File: config.mk
export PLATFORM = sky130hd
export DESIGN_NAME = vga_frame_monitor
export DESIGN_NICKNAME = d
export VERILOG_FILES = /design/src/rtl/vga_frame_monitor.sv
export SDC_FILE = /design/constraint.sdc
export NUM_CORES = 1
export LEC_CHECK = 0
export ABC_AREA = 1
export CAP_MARGIN = 20
export CORE_MARGIN = 2
export CORE_UTILIZATION = 29
export CTS_CLUSTER_SIZE = 25
export DETAILED_ROUTE_END_ITERATION = 8
export GPL_ROUTABILITY_DRIVEN = 1
export PLACE_DENSITY = 0.43
export RECOVER_POWER = 100
export SLEW_MARGIN = 20
export SYNTH_ARGS = -nofsm -noshare
export SYNTH_HDL_FRONTEND = slang
export SYNTH_SLANG_ARGS = --single-unit
File: constraint.sdc
create_clock -name VGA_CLK_IN -period 7.8 [get_ports VGA_CLK_IN]
set_input_delay 0.78 -clock VGA_CLK_IN [delete_from_list [all_inputs] [get_ports VGA_CLK_IN]]
set_output_delay 0.78 -clock VGA_CLK_IN [all_outputs]
set_load 0.01 [all_outputs]
File: src/rtl/vga_frame_monitor.sv
// Rebuilds pixel coordinates from registered syncs, verifies raster timing, locks, and samples 16 cell centres per frame.
// Latency: one input register stage, cell readout one cycle; no backpressure, the pixel stream is never stalled.
module vga_frame_monitor #(
    parameter int H_TOTAL    = 800,
    parameter int V_TOTAL    = 526,
    parameter int CELL_X0    = 355,
    parameter int CELL_Y0    = 165,
    parameter int CELL_PITCH = 75
) (
    input  logic        VGA_CLK_IN,
    input  logic        rst_n,
    input  logic        i_hsync,
    input  logic        i_vsync,
    input  logic [7:0]  i_red,
    input  logic [7:0]  i_green,
    input  logic [7:0]  i_blue,
    input  logic [3:0]  i_cell_sel,
    output logic [23:0] o_cell_rgb,
    output logic        o_locked,
    output logic        o_timing_err,
    output logic        o_frame_done,
    output logic [9:0]  o_line_len,
    output logic [9:0]  o_frame_lines,
    output logic [7:0]  o_frame_count
);

    typedef enum logic [1:0] {
        SEARCH  = 2'd0,
        MEASURE = 2'd1,
        LOCKED  = 2'd2
    } state_t;

    localparam logic [9:0] H_LEN   = 10'(H_TOTAL);
    localparam logic [9:0] V_LEN   = 10'(V_TOTAL);
    localparam logic [9:0] SAT     = 10'd1023;
    localparam logic [9:0] SAT_M1  = 10'd1022;

    state_t      state, state_next;

    logic        hs_s1, vs_s1;
    logic [23:0] rgb_s1;
    logic        hs_prev;
    logic        vs_line;
    logic        seen_h;
    logic [9:0]  x_prev;
    logic [9:0]  x;
    logic [9:0]  y;

    logic        hrise, vrise;
    logic        x_loss, y_loss;
    logic [9:0]  line_len_new, frame_lines_new;
    logic        line_ok, frame_ok;
    logic        err, publish;

    logic        cap_hit;
    logic [3:0]  cap_idx;
    logic        cap_en;

    logic [23:0] shadow  [16];
    logic [23:0] visible [16];

    assign hrise = hs_s1 & ~hs_prev;
    assign vrise = hrise & vs_s1 & ~vs_line;

    // x is the coordinate of the sample currently held in the input stage
    assign x = hrise ? 10'd0 : ((x_prev == SAT) ? SAT : x_prev + 10'd1);

    // Loss of sync fires only on the transition into saturation, so it pulses once
    assign x_loss = !hrise && (x_prev == SAT_M1);
    assign y_loss = hrise && !vrise && (y == SAT_M1);

    assign line_len_new    = x_prev + 10'd1;
    assign frame_lines_new = y + 10'd1;
    assign line_ok         = seen_h && (line_len_new == H_LEN);
    assign frame_ok        = (frame_lines_new == V_LEN);

    assign o_locked = (state == LOCKED);

    always_comb begin
        cap_hit = 1'b0;
        cap_idx = 4'd0;
        for (int r = 0; r < 4; r++) begin
            for (int c = 0; c < 4; c++) begin
                if (x == 10'(CELL_X0 + c * CELL_PITCH) &&
                    y == 10'(CELL_Y0 + r * CELL_PITCH)) begin
                    cap_hit = 1'b1;
                    cap_idx = 4'(r * 4 + c);
                end
            end
        end
    end

    assign cap_en = cap_hit && (state == LOCKED);

    always_comb begin
        state_next = state;
        err        = 1'b0;
        publish    = 1'b0;
        if (x_loss || y_loss) begin
            state_next = SEARCH;
            err        = 1'b1;
        end else if (hrise) begin
            case (state)
                SEARCH: begin
                    if (vrise) begin
                        state_next = MEASURE;
                    end
                end
                MEASURE: begin
                    if (vrise) begin
                        if (line_ok && frame_ok) begin
                            state_next = LOCKED;
                        end else begin
                            err = 1'b1;
                        end
                    end
                end
                LOCKED: begin
                    if (!line_ok || (vrise && !frame_ok)) begin
                        err        = 1'b1;
                        state_next = MEASURE;
                    end else if (vrise) begin
                        publish = 1'b1;
                    end
                end
                default: begin
                    state_next = SEARCH;
                end
            endcase
        end
    end

    always_ff @(posedge VGA_CLK_IN or negedge rst_n) begin
        if (!rst_n) begin
            state <= SEARCH;
        end else begin
            state <= state_next;
        end
    end

    always_ff @(posedge VGA_CLK_IN or negedge rst_n) begin
        if (!rst_n) begin
            hs_s1         <= 1'b0;
            vs_s1         <= 1'b0;
            rgb_s1        <= 24'd0;
            hs_prev       <= 1'b0;
            vs_line       <= 1'b0;
            seen_h        <= 1'b0;
            x_prev        <= 10'd0;
            y             <= 10'd0;
            o_line_len    <= 10'd0;
            o_frame_lines <= 10'd0;
            o_timing_err  <= 1'b0;
            o_frame_done  <= 1'b0;
            o_frame_count <= 8'd0;
        end else begin
            hs_s1        <= i_hsync;
            vs_s1        <= i_vsync;
            rgb_s1       <= {i_red, i_green, i_blue};
            hs_prev      <= hs_s1;
            x_prev       <= x;
            o_timing_err <= err;
            o_frame_done <= publish;
            if (hrise) begin
                seen_h  <= 1'b1;
                vs_line <= vs_s1;
                // The first hrise after reset has no complete line behind it
                if (seen_h) begin
                    o_line_len <= line_len_new;
                end
                if (vrise) begin
                    o_frame_lines <= frame_lines_new;
                    y             <= 10'd0;
                end else if (y != SAT) begin
                    y <= y + 10'd1;
                end
            end
            if (publish) begin
                o_frame_count <= o_frame_count + 8'd1;
            end
        end
    end

    // Readout samples the visible bank before any same-edge publish lands
    always_ff @(posedge VGA_CLK_IN or negedge rst_n) begin
        if (!rst_n) begin
            for (int i = 0; i < 16; i++) begin
                shadow[i]  <= 24'd0;
                visible[i] <= 24'd0;
            end
            o_cell_rgb <= 24'd0;
        end else begin
            if (cap_en) begin
                shadow[cap_idx] <= rgb_s1;
            end
            if (publish) begin
                for (int i = 0; i < 16; i++) begin
                    visible[i] <= shadow[i];
                end
            end
            o_cell_rgb <= visible[i_cell_sel];
        end
    end

endmodule

[Yosys cells after proc, flatten, opt, wreduce, memory -nomap -nowiden]
Index checks and enable logic that the tools add are counted.
W data, S select, Z words.
Word-level totals
  register bits after elaboration: 873
  input port bits: 32
  output and inout bits: 55
Operators by class
  $add $sub $neg: 3
  order comparisons: 3
  eq/ne operators: 20
  multiplexer cells: 59
  bitwise logic cells: 7
  reduce and logical (&&, ||, !) cells: 37
Operators with widths (number)
  $bwmux W384: 1
  $bmux W24 S4: 1
  $demux W24 S4: 1
  $mux W24: 3
  $eq A10 B10 Y1 const B: 6
  $mux W4: 13
  $eq A10 B9 Y1 const B: 5
  $mux W10: 4
  $mux W1: 27
  $logic_and A1 B1 Y1: 24
  $add A10 B1 Y10 const B: 2
  $eq A10 B8 Y1 const B: 2
  $mux W2: 7
  $ge A5 B5 Y1 const B: 2
  $ne A10 B10 Y1 const B: 1
  $not A4 Y5: 2
  $ne A3 B3 Y1 const B: 3
  $add A8 B1 Y8 const B: 1
  $pmux W2 S3: 1
  $reduce_and A2 Y1: 3
  $lt A5 B1 Y1 const B: 1
  $reduce_and A5 Y1: 1
  $logic_not A1 Y1: 4
  $reduce_bool A2 Y1: 2
  8 further kinds: 12

[Depth between registers and ports, before layout]
Gate-level depths: netlist of the first run.
  depth after elaboration: 26
  gate-level depth with buffers: 22
  mapped depth without buffers: 21

[Least setup slack after synthesis of the first run]
Ideal clock, no wire load.
  path type: reg-to-reg
  start: register x_prev[0]
  end: register shadow[312] in the netlist's numbering
  setup time: 0.122 ns
  data arrival time: 2.678 ns
  setup slack: 5.000 ns
  cell stages (with the launch flop): 18
  period minus slack after synthesis: 2.800 ns
  cells stage by stage: dfrtp_1 -> ha_1 -> nand2_1 -> nor2_4 -> nand3_4 -> buf_6 -> nand4_1 -> nor2_1 -> nand2_1 -> nand2_2 -> nand2_1 -> nand2_2 -> nor2_1 -> nand4_4 -> buf_6 -> buf_6 -> o21bai_1 -> nand2_1
Between the ends
  cells in the longest elaborated chain, start to end: 26
  elaborated cells on any way between the ends: 63
RTL lines
  start: declaration: line 45  | logic [9:0] x_prev;
  start signal: assignment: line 149  | x_prev <= 10'd0;
  start signal: assignment: line 161  | x_prev <= x;
  $add A10 B1 Y10 or $eq A10 B10 Y1 (tied branches): line 66  | assign x = hrise ? 10'd0 : ((x_prev == SAT) ? SAT : x_prev + 10'd1);
  $mux W10 (*) (2 in series): line 66
  $eq A10 B9 Y1: line 84  | if (x == 10'(CELL_X0 + c * CELL_PITCH) &&
  $logic_and A1 B1 Y1: line 84
  $mux W1: line 84
  $mux W2: line 84
  $mux W4 (13 in series): line 84
  $not A4 Y5 (implied by the code): line 194  | shadow[cap_idx] <= rgb_s1;
  $ge A5 B5 Y1 (implied by the code) or $lt A5 B1 Y1 (tied branches): line 194
  $logic_and A1 B1 Y1 (implied by the code): line 194
  $mux W24 (implied by the code): line 194
  $demux W24 S4: line 194
  $bwmux W384: line 194
  end signal: indexed assignment: line 194
  end: declaration: line 59  | logic [23:0] shadow [16];
Every way passes the cells marked *; elsewhere a longest branch is shown, timed or not.
A chain may end at the register's enable or synchronous reset.

[Final worst setup path of the first run]
  start: register x_prev[0]
  end: register shadow[112] in the netlist's numbering
The elaborated chain is that of the path after synthesis.

==> results of run 1 <==
## where the power goes
group / switching [W] / internal, W / leakage, nW
Combinational: 0.000387 / 0.000162 / 6.80
Clock: 0.00204 / 0.00297 / 1.73
Sequential: 0.0000796 / 0.00459 / 12.1
## through the flow
| step | util | setup WS, ns |
|---|---|---|
| 6_report | 0.336 | 1.87 |
| 5_1_grt | 0.336 | 1.33 |
| 4_1_cts | 0.338 | 2.88 |
| 3_5_place_dp | 0.310 | 2.93 |
| 3_3_place_gp | 0.310 | 3.06 |
| 2_1_floorplan | - | 5.00 |
## routing by layer
metal	GRT usage	part of all wire	wire length, um
met4	0.0469	0.020	2290
met3	0.0245	0.037	4140
met5	0	0.00011	12
met2	0.279	0.46	51600
met1	0.246	0.49	55000
## cells in the mapped netlist, types with 2 or more instances
master | count | area [um^2]
o21ai_0 | 519 | 2600
nand3_2 | 3 | 30.0
inv_2 | 6 | 22.5
dfrtp_1 | 873 | 21800
a21oi_2 | 2 | 17.5
buf_4 | 18 | 135
o22ai_1 | 8 | 50.1
nand3_4 | 2 | 35.0
nor4_1 | 5 | 31.3
mux2i_1 | 96 | 961
o21ai_1 | 61 | 305
nand4_1 | 14 | 87.6
xnor2_1 | 4 | 35.0
nor2_1 | 40 | 150
nor2_4 | 6 | 67.6
nand3b_1 | 3 | 22.5
nand2_2 | 6 | 37.5
mux2_2 | 3 | 33.8
inv_1 | 372 | 1400
a21oi_1 | 99 | 495
xor2_1 | 10 | 87.6
nand2_1 | 1510 | 5670
o21bai_1 | 97 | 728
nor3_1 | 9 | 45.0
ha_1 | 12 | 150
nand3_1 | 57 | 285
nor2_2 | 7 | 43.8
buf_6 | 12 | 135
nand4_4 | 2 | 42.5
o31ai_1 | 2 | 15.0
clkinv_1 | 4 | 15.0
clkbuf_1 | 183 | 687
o211ai_1 | 96 | 721
buf_2 | 36 | 180
buf_1 | 19 | 71.3
## how the worst max path moves through the flow
stage / from / slack (ns) / endpoint
after floorplan: x_prev[0]$_DFF_PN0_ / 5.00 / shadow[312]$_DFFE_PN0P_
after global placement: x_prev[0]$_DFF_PN0_ / 3.06 / shadow[161]$_DFFE_PN0P_
after detailed placement: x_prev[0]$_DFF_PN0_ / 2.93 / shadow[144]$_DFFE_PN0P_
after CTS: x_prev[0]$_DFF_PN0_ / 2.88 / shadow[144]$_DFFE_PN0P_
after global routing: x_prev[0]$_DFF_PN0_ / 1.33 / shadow[242]$_DFFE_PN0P_
final: x_prev[0]$_DFF_PN0_ / 1.87 / shadow[112]$_DFFE_PN0P_
## sequential cells by signal, indices dropped and copies added (netlist names), 2 cells and up
register and count:
o_frame_lines 10, x_prev 10, o_cell_rgb 24, visible 384
rgb_s1 24, o_frame_count 8, y 10, o_line_len 10
state 2, shadow 384
## final cells by class
| class | instances | area (um^2) | share of cell area |
|---|---|---|---|
| well taps | 1662 | 2080 | 0.0485 |
| inverters | 382 | 1450 | 0.0337 |
| flip-flops and latches | 873 | 21800 | 0.509 |
| repair buffers | 138 | 1220 | 0.0284 |
| clock buffers | 153 | 3010 | 0.0701 |
| clock inverters | 34 | 518 | 0.0121 |
| multi-input cells | 2682 | 12800 | 0.298 |
## placed cells by master (no fill, tap or decap), types with 10 or more instances in the layout
cell,netlist,routed
nand2_1,1510,1514
ha_1,12,12
nand4_1,14,14
clkbuf_8,0,22
clkinv_2,0,17
nand3_1,57,58
dlygate4sd3_1,0,81
inv_1,372,372
clkbuf_16,0,104
o21ai_0,519,570
o21bai_1,97,97
o211ai_1,96,96
mux2i_1,96,96
nor2_1,40,44
clkbuf_1,183,43
xor2_1,10,10
buf_4,18,29
o21ai_1,61,10
dfrtp_1,873,873
a21oi_1,99,101
## worst reg2reg max path: cells and delay by family, from the launching register on
family / cells / cell delay, ns
AO/OA/AOI/OAI: 1 / 0.30
adder cells (fa/ha/maj): 1 / 0.28
flip-flops: 1 / 0.54
AND/OR/NAND/NOR: 13 / 3.61
buffers and inverters: 3 / 1.16
## cells by family (layout without fill, tap and decap cells)
family	count (synthesis)	count (layout)
compound gates	889	889
xor+xnor	14	14
buf+inv	650	707
fa+ha+maj	12	12
simple gates	1668	1668
mux	99	99
flops	873	873
==> metrics.md, run 1 <==
| Metric | Value |
|---|---|
| Run status | finished, violations left |
| Failing checks | max-capacitance violations, max-slew violations |
| Ys async rst share | 1.00 |
| Num CTS Buffers | ~100 |
| WL/cell | 19.1 um |
| Final hold violations | 0 |
| H-tree depth | 3 |
| Routed Wire Length | about 110 mm |
| # fillers | approximately 13000 |
| Clk slew on worst S/H paths | 0.06 ns |
| Crit-path slowest cell | nand2_1 |
| Gpl congestion | between 0.7 and 0.8 |
| Buffer and inverter count on the worst path | 3 |
| Critical path depth | 18 |
| Cell row count | roughly 130 |
| Total track usage | 0.174 |
| Post-synthesis mux area share | 0.0267 |
| Port bufs | 86 |
| Max cap viols | 20 |
| # DRC | 0 |
| Vias | roughly 27000 |
| Cell area after placement | between 30000 and 40000 um^2 |
| Startpoint Class | flop |
| Clk sink count | a little under 900 |
| Height of the die | ~360 um |
| Slew of the pin with the lowest slew margin | about 4.2 ns |
| Routed Antenna Nets | 0 |
| Xor/xnor cell area share of the yosys netlist | 0.00329 |
| Cell repeated most along the worst path | nand2_1 |
| Synth Instances | between 4000 and 5000 |
| Synth Area in Compound Gates | 0.134 |
| Synthesized Nets | between 4000 and 5000 |
| Final setup violation count | 0 |
| Worst slew margin | -1.81 |
| HPWL Detailed | 63.9 mm |
| Combinational family with the most area after synthesis | simple AND/OR/NAND/NOR gates |
| Post-Synth Simple-Gate Area | 0.176 |
| Total power | about 0.010 W |
| Distinct cell type count after synthesis | 44 |
| Pre-Repair DR Iteration Count | 5 |
| Top FF cell, synth | dfrtp_1 |
| Critical path arrival | ~6.6 ns |
| Hold Path Class | primary input to asynchronous set/reset pin |
| Final setup TNS | 0 ns |
| Design Area, Final | approximately 43000 um^2 |
| Setup slack, reg-to-reg | ~1.9 ns |
| Setup Skew | 0.0592 ns |
| Antenna cells | 0 |
| Core ar. | 128000 um^2 |
| Leakage | ~20 nW |
| DP Cell Count | roughly 5700 |
| FF-to-FF Start | x_prev[0]$_DFF_PN0_ |
| Vias in the first global route | 27500 |
| Initial core utilization | 0.292 |
| Largest net degree at the start of global routing | about 200 |
| Final Instance Count excl. Fillers | slightly below 6000 |
| Fmax achieved | ~170 MHz |
| Req. time, crit path | roughly 8.5 ns |
| Antenna violations before repair | 5 |
| Final period util | 0.760 |
| Crit-path max FO | 28 |
| CTS tree | built |
| First-pass GRT wire length | 176 mm |
| Crit path kind | flop to flop |
| Root Buffer | clkbuf_16 |
| # hold bufs at CTS | 0 |
| Avg Synthesized Cell Area | approximately 8.9 um^2 |
| Die X | between 300 and 400 um |
| Share of cells above drive strength 1 | 0.0542 |
| CTS max path bufs | 3 |
| Peak VDD IR | around 0.17 mV |
| Area Growth Syn to Fin | 15.0% |
| Reg2reg path depth | 18 |
| P per Cell Area | around 240 nW/um^2 |
| Crit-path cells | ha_1 > nand2_1 > nor2_1 > nand3_1 > nand3_1 > nand2_1 > nand2_1 > nor2_1 > nand2_1 > inv_1 > o32ai_2 > nand3_1 > nand2_1 > inv_2 > nand2_1 > clkbuf_1 > nand2_1 > nand2_1 |
| Clock latency on the worst-skew pair | 0.73 ns |
| Synthesized cell area | 37300 um^2 |
| Critical path's top delay family | simple AND/OR/NAND/NOR gates |
| DR vias/cell | around 4.6 |
| Full die area | between 100000 and 150000 um^2 |
| Crit-path max cell delay | around 1.1 ns |
| Hold Slack | 0.144 ns |
| GRT overflow | 0 |
| Slew Limit Fails | approximately 1300 |
| Worst flop-to-flop path endpoint | shadow[112]$_DFFE_PN0P_ |
| RSZ-0062 raised after global routing | false |
| Syn. warnings | 0 |
| Post-CTS sizing | 0 |
| Adder-cell share of the synthesized area | 0.00402 |
| Post-CTS Repair Setup Buffers | 0 |
| Number of synthesized register bits | between 800 and 900 |
| Minimum clock period | ~5.9 ns |
| IO Pins | 87 |
| 1st-iter DRT viols | slightly above 2000 |
| Post-synth EDFFs | 0 |
| Nets@finish | ~4200 |
| Sequential share of the synthesized area | 0.585 |
| Crit. End Element | flop |
No activity file was read; power rests on OpenSTA's default activity.
==> inputs of run 2 (changes only) <==
==> constraint.sdc (replaced) <==
create_clock -name VGA_CLK_IN -period 6.03 [get_ports VGA_CLK_IN]
set_input_delay 0.603 -clock VGA_CLK_IN [delete_from_list [all_inputs] [get_ports VGA_CLK_IN]]
set_output_delay 0.603 -clock VGA_CLK_IN [all_outputs]
set_load 0.01 [all_outputs]
==> run 2 against run 1 <==
Net effect: the run still ends with max-capacitance violations, max-slew violations left; setup slack lost 0.85 ns; clock power grew 26%; count of clock-buffer cells in the layout grew 5; total power grew 28%; final area grew 0.29%; die area is the same; register-to-register slack lost 0.77 ns; largest cell class unchanged; first-iteration DRC count grew 0.24%; global-route usage is essentially flat; worst hold slack gained 0.24 ns; via count is essentially flat.
==> metrics.md, run 2 (synthesis results as in run 1) <==
| Metric | Value |
|---|---|
| Clk slew on worst S/H paths | 0.06 ns (about the same) |
| Pre-Repair DR Iteration Count | 7 (was 5) |
| Final setup violation count | 0 (unchanged) |
| Hold Path Class | flop to flop (was primary input to asynchronous set/reset pin) |
| Slew Limit Fails | 1100 (was 1299) |
| DR vias/cell | 4.61 (was 4.62) |
| Startpoint Class | primary input (was flop) |
| Area Growth Syn to Fin | 15.3% (was 15.0%) |
| Core ar. | 128000 um^2 (unchanged) |
| Regs by FF count | shadow: 384 flops, visible: 384 flops (unchanged) |
| Cell row count | 131 (unchanged) |
| Initial core utilization | 0.292 (unchanged) |
| Fmax achieved | ~200 MHz |
| Hold Slack | 0.381 ns (was 0.144 ns) |
| P per Cell Area | 305 nW/um^2 (was 238 nW/um^2) |
| IO Pins | 87 (unchanged) |
| GRT overflow | 0 (unchanged) |
| WL/cell | 19.1 um (about the same) |
| Clock latency on the worst-skew pair | 0.71 ns (was 0.73 ns) |
| Commonest cells after routing, fill and taps aside | 1510 x nand2_1, 873 x dfrtp_1, 572 x o21ai_0 (was 1514 x nand2_1, 873 x dfrtp_1, 570 x o21ai_0) |
| Post-CTS sizing | 0 (unchanged) |
| Req. time, crit path | 6.56 ns (was 8.45 ns) |
| Crit-path slowest cell | dlymetal6s4s_1 (was nand2_1) |
| Critical path arrival | 5.54 ns (was 6.58 ns) |
| Most common cell after layout, fill and taps aside | nand2_1 (unchanged) |
| Worst slew margin | -1.83 (was -1.81) |
| Setup Skew | 0.0226 ns (was 0.0592 ns) |
| Final Instance Count excl. Fillers | 5937 (was 5924) |
| Run status | finished, violations left (unchanged) |
| Root Buffer | clkbuf_16 (unchanged) |
| CTS max path bufs | 3 (unchanged) |
| Share of cells above drive strength 1 | 0.0599 (was 0.0542) |
| Port bufs | 86 (unchanged) |
| Total track usage | 0.175 (was 0.174) |
| Num CTS Buffers | 103 (was 104) |
| # hold bufs at CTS | 1 (was 0) |
| CTS tree | built (unchanged) |
| Vias | 27400 (about the same) |
| Final period util | 0.830 |
| Total power | 0.0131 W (was 0.0102 W) |
| Die X | 363 um (unchanged) |
| DP Cell Count | 5748 (was 5737) |
| Routed Antenna Nets | 0 (unchanged) |
| Full die area | 132000 um^2 (unchanged) |
| Antenna cells | 0 (unchanged) |
| Crit-path max FO | 83 (was 28) |
| Vias in the first global route | 27600 (was 27500) |
| HPWL Detailed | 64.7 mm (was 63.9 mm) |
| Minimum clock period | about 5.0 ns |
| Crit-path max cell delay | 2.99 ns (was 1.06 ns) |
| 1st-iter DRT viols | 2056 (was 2051) |
| Max cap viols | 13 (was 20) |
| H-tree depth | 3 (unchanged) |
| Clk sink count | 873 (unchanged) |
| Height of the die | 363 um (unchanged) |
| Routed Wire Length | 113 mm (about the same) |
| Nets@finish | 4236 (was 4225) |
| Crit path kind | primary input to flop (was flop to flop) |
| RSZ-0062 raised after global routing | false (unchanged) |
| Final setup TNS | 0 ns (unchanged) |
| Post-CTS Repair Setup Buffers | 0 (unchanged) |
| Crit-path cells | dlymetal6s4s_1 > buf_4 > mux2i_1 > o21ai_0 > o211ai_1 > nand2_1 (was ha_1 > nand2_1 > nor2_1 > nand3_1 > nand3_1 > nand2_1 > nand2_1 > nor2_1 > nand2_1 > inv_1 > o32ai_2 > nand3_1 > nand2_1 > inv_2 > nand2_1 > clkbuf_1 > nand2_1 > nand2_1) |
| Antenna violations before repair | 5 (unchanged) |
| Slew of the pin with the lowest slew margin | 4.24 ns (was 4.21 ns) |
| Final hold violations | 0 (unchanged) |
| Peak VDD IR | 0.234 mV (was 0.169 mV) |
| Failing checks | max-capacitance violations, max-slew violations (unchanged) |
| Gpl congestion | 0.776 (was 0.771) |
| # DRC | 0 (unchanged) |
| Largest net degree at the start of global routing | 206 (was 201) |
| Leakage | 20.7 nW (was 20.6 nW) |
| Crit. End Element | flop (unchanged) |
| First-pass GRT wire length | 177 mm (was 176 mm) |
-- run 2: cell count changes in the layout (fill, tap and decap cells not counted), moves of 3 or more --
cell,delta
clkbuf_8,+5
bufinv_16,-4
clkbuf_1,-8
nor2_1,-4
clkinv_16,-3
buf_12,+6
buf_4,+7
clkbuf_16,+3
nand2_2,+3
nor2_4,+4
nand2_1,-4
-- run 2: critical path, delay by kind of cell --
kind	cells	cell delay [ns]
buf+inv	2	3.77
simple gates	1	0.19
compound gates	2	0.53
mux	1	0.27
-- run 2: final timing paths --
kind,start,cells past startpoint,slack (ns),to
min in group asynchronous,rst_n,2,0.54,shadow[68]$_DFFE_PN0P_
max in group asynchronous,rst_n,3,1.75,visible[38]$_DFFE_PN0P_
max,i_cell_sel[0],6,1.02,o_cell_rgb[18]$_DFF_PN0_
min,hs_s1$_DFF_PN0_,0,0.38,hs_prev$_DFF_PN0_
max reg2reg,x_prev[0]$_DFF_PN0_,19,1.10,shadow[61]$_DFFE_PN0P_
min reg2reg,hs_s1$_DFF_PN0_,0,0.38,hs_prev$_DFF_PN0_
-- run 2: layout make-up --
type	instances	area [um^2]
Sequential cell	873	21800
Inverter	382	1440
Fill cell	13300	84600
Tap cell	1662	2080
Clock buffer	158	3140
Clock inverter	30	295
Multi-Input combinational cell	2682	12800
Timing Repair Buffer	150	1390
-- run 2: metrics by stage --
step,instance area (um^2),worst slack (ns),utilization
2_1_floorplan,37300,3.23,-
3_3_place_gp,39800,1.60,0.312
3_5_place_dp,39800,1.58,0.312
4_1_cts,43200,1.53,0.339
5_1_grt,43000,0.627,0.337
6_report,43000,1.02,0.337
-- run 2: layer usage --
layer	wire, um	GRT usage	vias up	part of all wire
met5	0	0	-	0
li1	-	-	13400	-
met3	3760	0.0242	146	0.033
met1	55000	0.248	13400	0.49
met2	51800	0.279	423	0.46
met4	2600	0.0456	0	0.023
-- run 2: where the power goes --
part,total (W),internal [W],switching (W)
Clock,0.00635,0.00378,0.00257
Sequential,0.00602,0.00594,0.0000883
Combinational,0.000737,0.000222,0.000515
==> inputs of run 3 (changes only) <==
==> constraint.sdc (replaced) <==
create_clock -name VGA_CLK_IN -period 5 [get_ports VGA_CLK_IN]
set_input_delay 0.5 -clock VGA_CLK_IN [delete_from_list [all_inputs] [get_ports VGA_CLK_IN]]
set_output_delay 0.5 -clock VGA_CLK_IN [all_outputs]
set_load 0.01 [all_outputs]
==> run 3 against run 2 <==
Net effect: the run still ends with max-capacitance violations, max-slew violations left; count of clock-buffer cells in the layout down 9; largest power group unchanged; combinational power up 19%; cell count up 0.15%; setup slack worse by 0.44 ns; highest routed layer unchanged; die area unchanged; final area down 0.10%; sequential share of layout area up 0.053 points; critical path depth unchanged; first-iteration DRC count down 1.5%.
==> metrics.md, run 3 (synthesis results as in run 1) <==
| Metric | Value |
|---|---|
| Setup ws final | 0.583 ns (was 1.02 ns) |
| Final setup TNS | 0 ns (unchanged) |
| Commonest cells after routing, fill and taps aside | 1511 x nand2_1, 873 x dfrtp_1, 571 x o21ai_0 (was 1510 x nand2_1, 873 x dfrtp_1, 572 x o21ai_0) |
| Run status | finished, violations left (unchanged) |
| Clk sink count | 873 (unchanged) |
| Crit. End Element | flop (unchanged) |
| HPWL Detailed | 63.3 mm (was 64.7 mm) |
| Leakage | 20.7 nW (about the same) |
| DR vias/cell | 4.58 (was 4.61) |
| Vias in the first global route | 27700 (was 27600) |
| Slew Limit Fails | 872 (was 1100) |
| WL/cell | 18.6 um (was 19.1 um) |
| H-tree depth | 3 (unchanged) |
| Pre-CTS WS | 0.966 ns (was 1.58 ns) |
| Combinational fraction of design power | 0.056 (about the same) |
| CTS max path bufs | 3 (unchanged) |
| Gpl congestion | 0.761 (was 0.776) |
| Total track usage | 0.171 (was 0.175) |
| GRT overflow | 0 (unchanged) |
| Cell row count | 131 (unchanged) |
| Antenna violations before repair | 5 (unchanged) |
| Flop pwr share | 0.466 (was 0.459) |
| Routed Wire Length | 111 mm (was 113 mm) |
| RSZ-0062 raised after global routing | false (unchanged) |
| First-pass GRT wire length | 173 mm (was 177 mm) |
| CTS tree | built (unchanged) |
| Port bufs | 86 (unchanged) |
| Clock power frac | 0.478 (was 0.484) |
| Clk slew on worst S/H paths | 0.06 ns (about the same) |
| Setup Skew | 0.0524 ns (was 0.0226 ns) |
| P_sw | 0.00381 W (was 0.00318 W) |
| Height of the die | 363 um (unchanged) |
| Int Pwr | 0.0118 W (was 0.00993 W) |
| Largest net degree at the start of global routing | 243 (was 206) |
| Share of cells above drive strength 1 | 0.0610 (was 0.0599) |
| Vias | 27200 (was 27400) |
| Slew of the pin with the lowest slew margin | 3.22 ns (was 4.24 ns) |
| # DRC | 0 (unchanged) |
| Area Growth Syn to Fin | 15.2% (was 15.3%) |
| Routed Antenna Nets | 0 (unchanged) |
| Nets@finish | 4248 (was 4236) |
| Final hold violations | 0 (unchanged) |
| Hold Path Class | primary input to flop (was flop to flop) |
| # fillers | 13200 (was 13300) |
| Final period util | 0.883 |
| Critical path arrival | 4.94 ns (was 5.54 ns) |
| Post-CTS sizing | 0 (unchanged) |
| Minimum clock period | 4.42 ns |
| Startpoint Class | primary input (unchanged) |
| Full die area | 132000 um^2 (unchanged) |
| 1st-iter DRT viols | 2026 (was 2056) |
| Worst slew margin | -1.14 (was -1.83) |
| Regs by FF count | shadow: 384 flops, visible: 384 flops (unchanged) |
| Root Buffer | clkbuf_16 (unchanged) |
| Pre-Repair DR Iteration Count | 5 (was 7) |
| Initial core utilization | 0.292 (unchanged) |
| Most common cell after layout, fill and taps aside | nand2_1 (unchanged) |
| Fmax achieved | 226 MHz |
| Max cap viols | 11 (was 13) |
| IO Pins | 87 (unchanged) |
| Num CTS Buffers | 102 (was 103) |
| Req. time, crit path | 5.52 ns (was 6.56 ns) |
| Failing checks | max-capacitance violations, max-slew violations (unchanged) |
| Crit path kind | primary input to flop (unchanged) |
| Core ar. | 128000 um^2 (unchanged) |
| Crit-path max FO | 25 (was 83) |
| Sw Ratio | 0.244 (was 0.242) |
| Final setup violation count | 0 (unchanged) |
| P per Cell Area | 363 nW/um^2 (was 305 nW/um^2) |
| Peak VDD IR | 0.267 mV (was 0.234 mV) |
| Die X | 363 um (unchanged) |
| Hold Slack | 0.326 ns (was 0.381 ns) |
| Clock latency on the worst-skew pair | 0.73 ns (was 0.71 ns) |
[run 3: cell count changes in the layout (fill, tap and decap cells not counted), moves of 4 or more]
cell / change
buf_4: +5
nor2_4: -5
clkbuf_16: -5
nor2_1: +4
clkbuf_2: +5
[run 3: power groups by stage]
stage	Sequential, W	Combinational, W	Clock, W
6_report	0.00727	0.000879	0.00744
5_1_grt	0.00728	0.000994	0.00803
4_1_cts	0.00727	0.000946	0.00771
3_5_place_dp	0.00739	0.000942	0
3_3_place_gp	0.00740	0.000948	0
2_1_floorplan	0.00737	0.000418	0
[run 3: layer usage]
metal | GRT usage | vias up | wire (um)
met4 | 0.0442 | 0 | 2130
met5 | 0 | - | 0
li1 | - | 13400 | -
met3 | 0.0233 | 133 | 4070
met2 | 0.270 | 417 | 49900
met1 | 0.246 | 13300 | 54400
[run 3: area by class of cell]
class	count	area (um^2)	share of cell area
Inverter	382	1450	0.0336
Clock buffer	149	3010	0.0700
Tap cell	1662	2080	0.0484
Timing Repair Buffer	163	1440	0.0336
Antenna cell	3	7.51	0.000175
Sequential cell	873	21800	0.508
Multi-Input combinational cell	2682	12800	0.298
Clock inverter	32	355	0.00826
[run 3: worst paths after layout]
path / startpoint / depth (start not counted) / end / slack [ns]
setup / recovery: i_cell_sel[3] / 6 / o_cell_rgb[23]$_DFF_PN0_ / 0.58
hold / removal: i_red[2] / 1 / rgb_s1[18]$_DFF_PN0_ / 0.33
setup reg to reg: x_prev[0]$_DFF_PN0_ / 19 / shadow[206]$_DFFE_PN0P_ / 0.75
hold reg to reg: hs_s1$_DFF_PN0_ / 0 / hs_prev$_DFF_PN0_ / 0.38
max in group asynchronous: rst_n / 3 / rgb_s1[20]$_DFF_PN0_ / 1.22
min in group asynchronous: rst_n / 2 / o_frame_lines[3]$_DFFE_PN0P_ / 0.34
[run 3: critical path, stage by stage]
cell      delay (ns)
buf_2           0.07
clkbuf_1        1.86
inv_1           0.90
clkbuf_1        0.85
o211ai_1        0.44
nand2_1         0.25
[run 3: timing repair]
item / CTS / global route
hold buffers: 1 / 0
endpoints found under the hold margin: 57 / 0
setup buffers: 0 / 0
[run 3: per-stage QoR]
stage,instance area (um^2),utilization,power [W],instances
floorplan,37300,-,0.00779,4205
global placement,39900,0.312,0.00835,5761
detailed placement,39900,0.312,0.00834,5761
CTS,43200,0.339,0.0159,5943
global route,43000,0.337,0.0163,5943
finish,43000,0.337,0.0156,5946
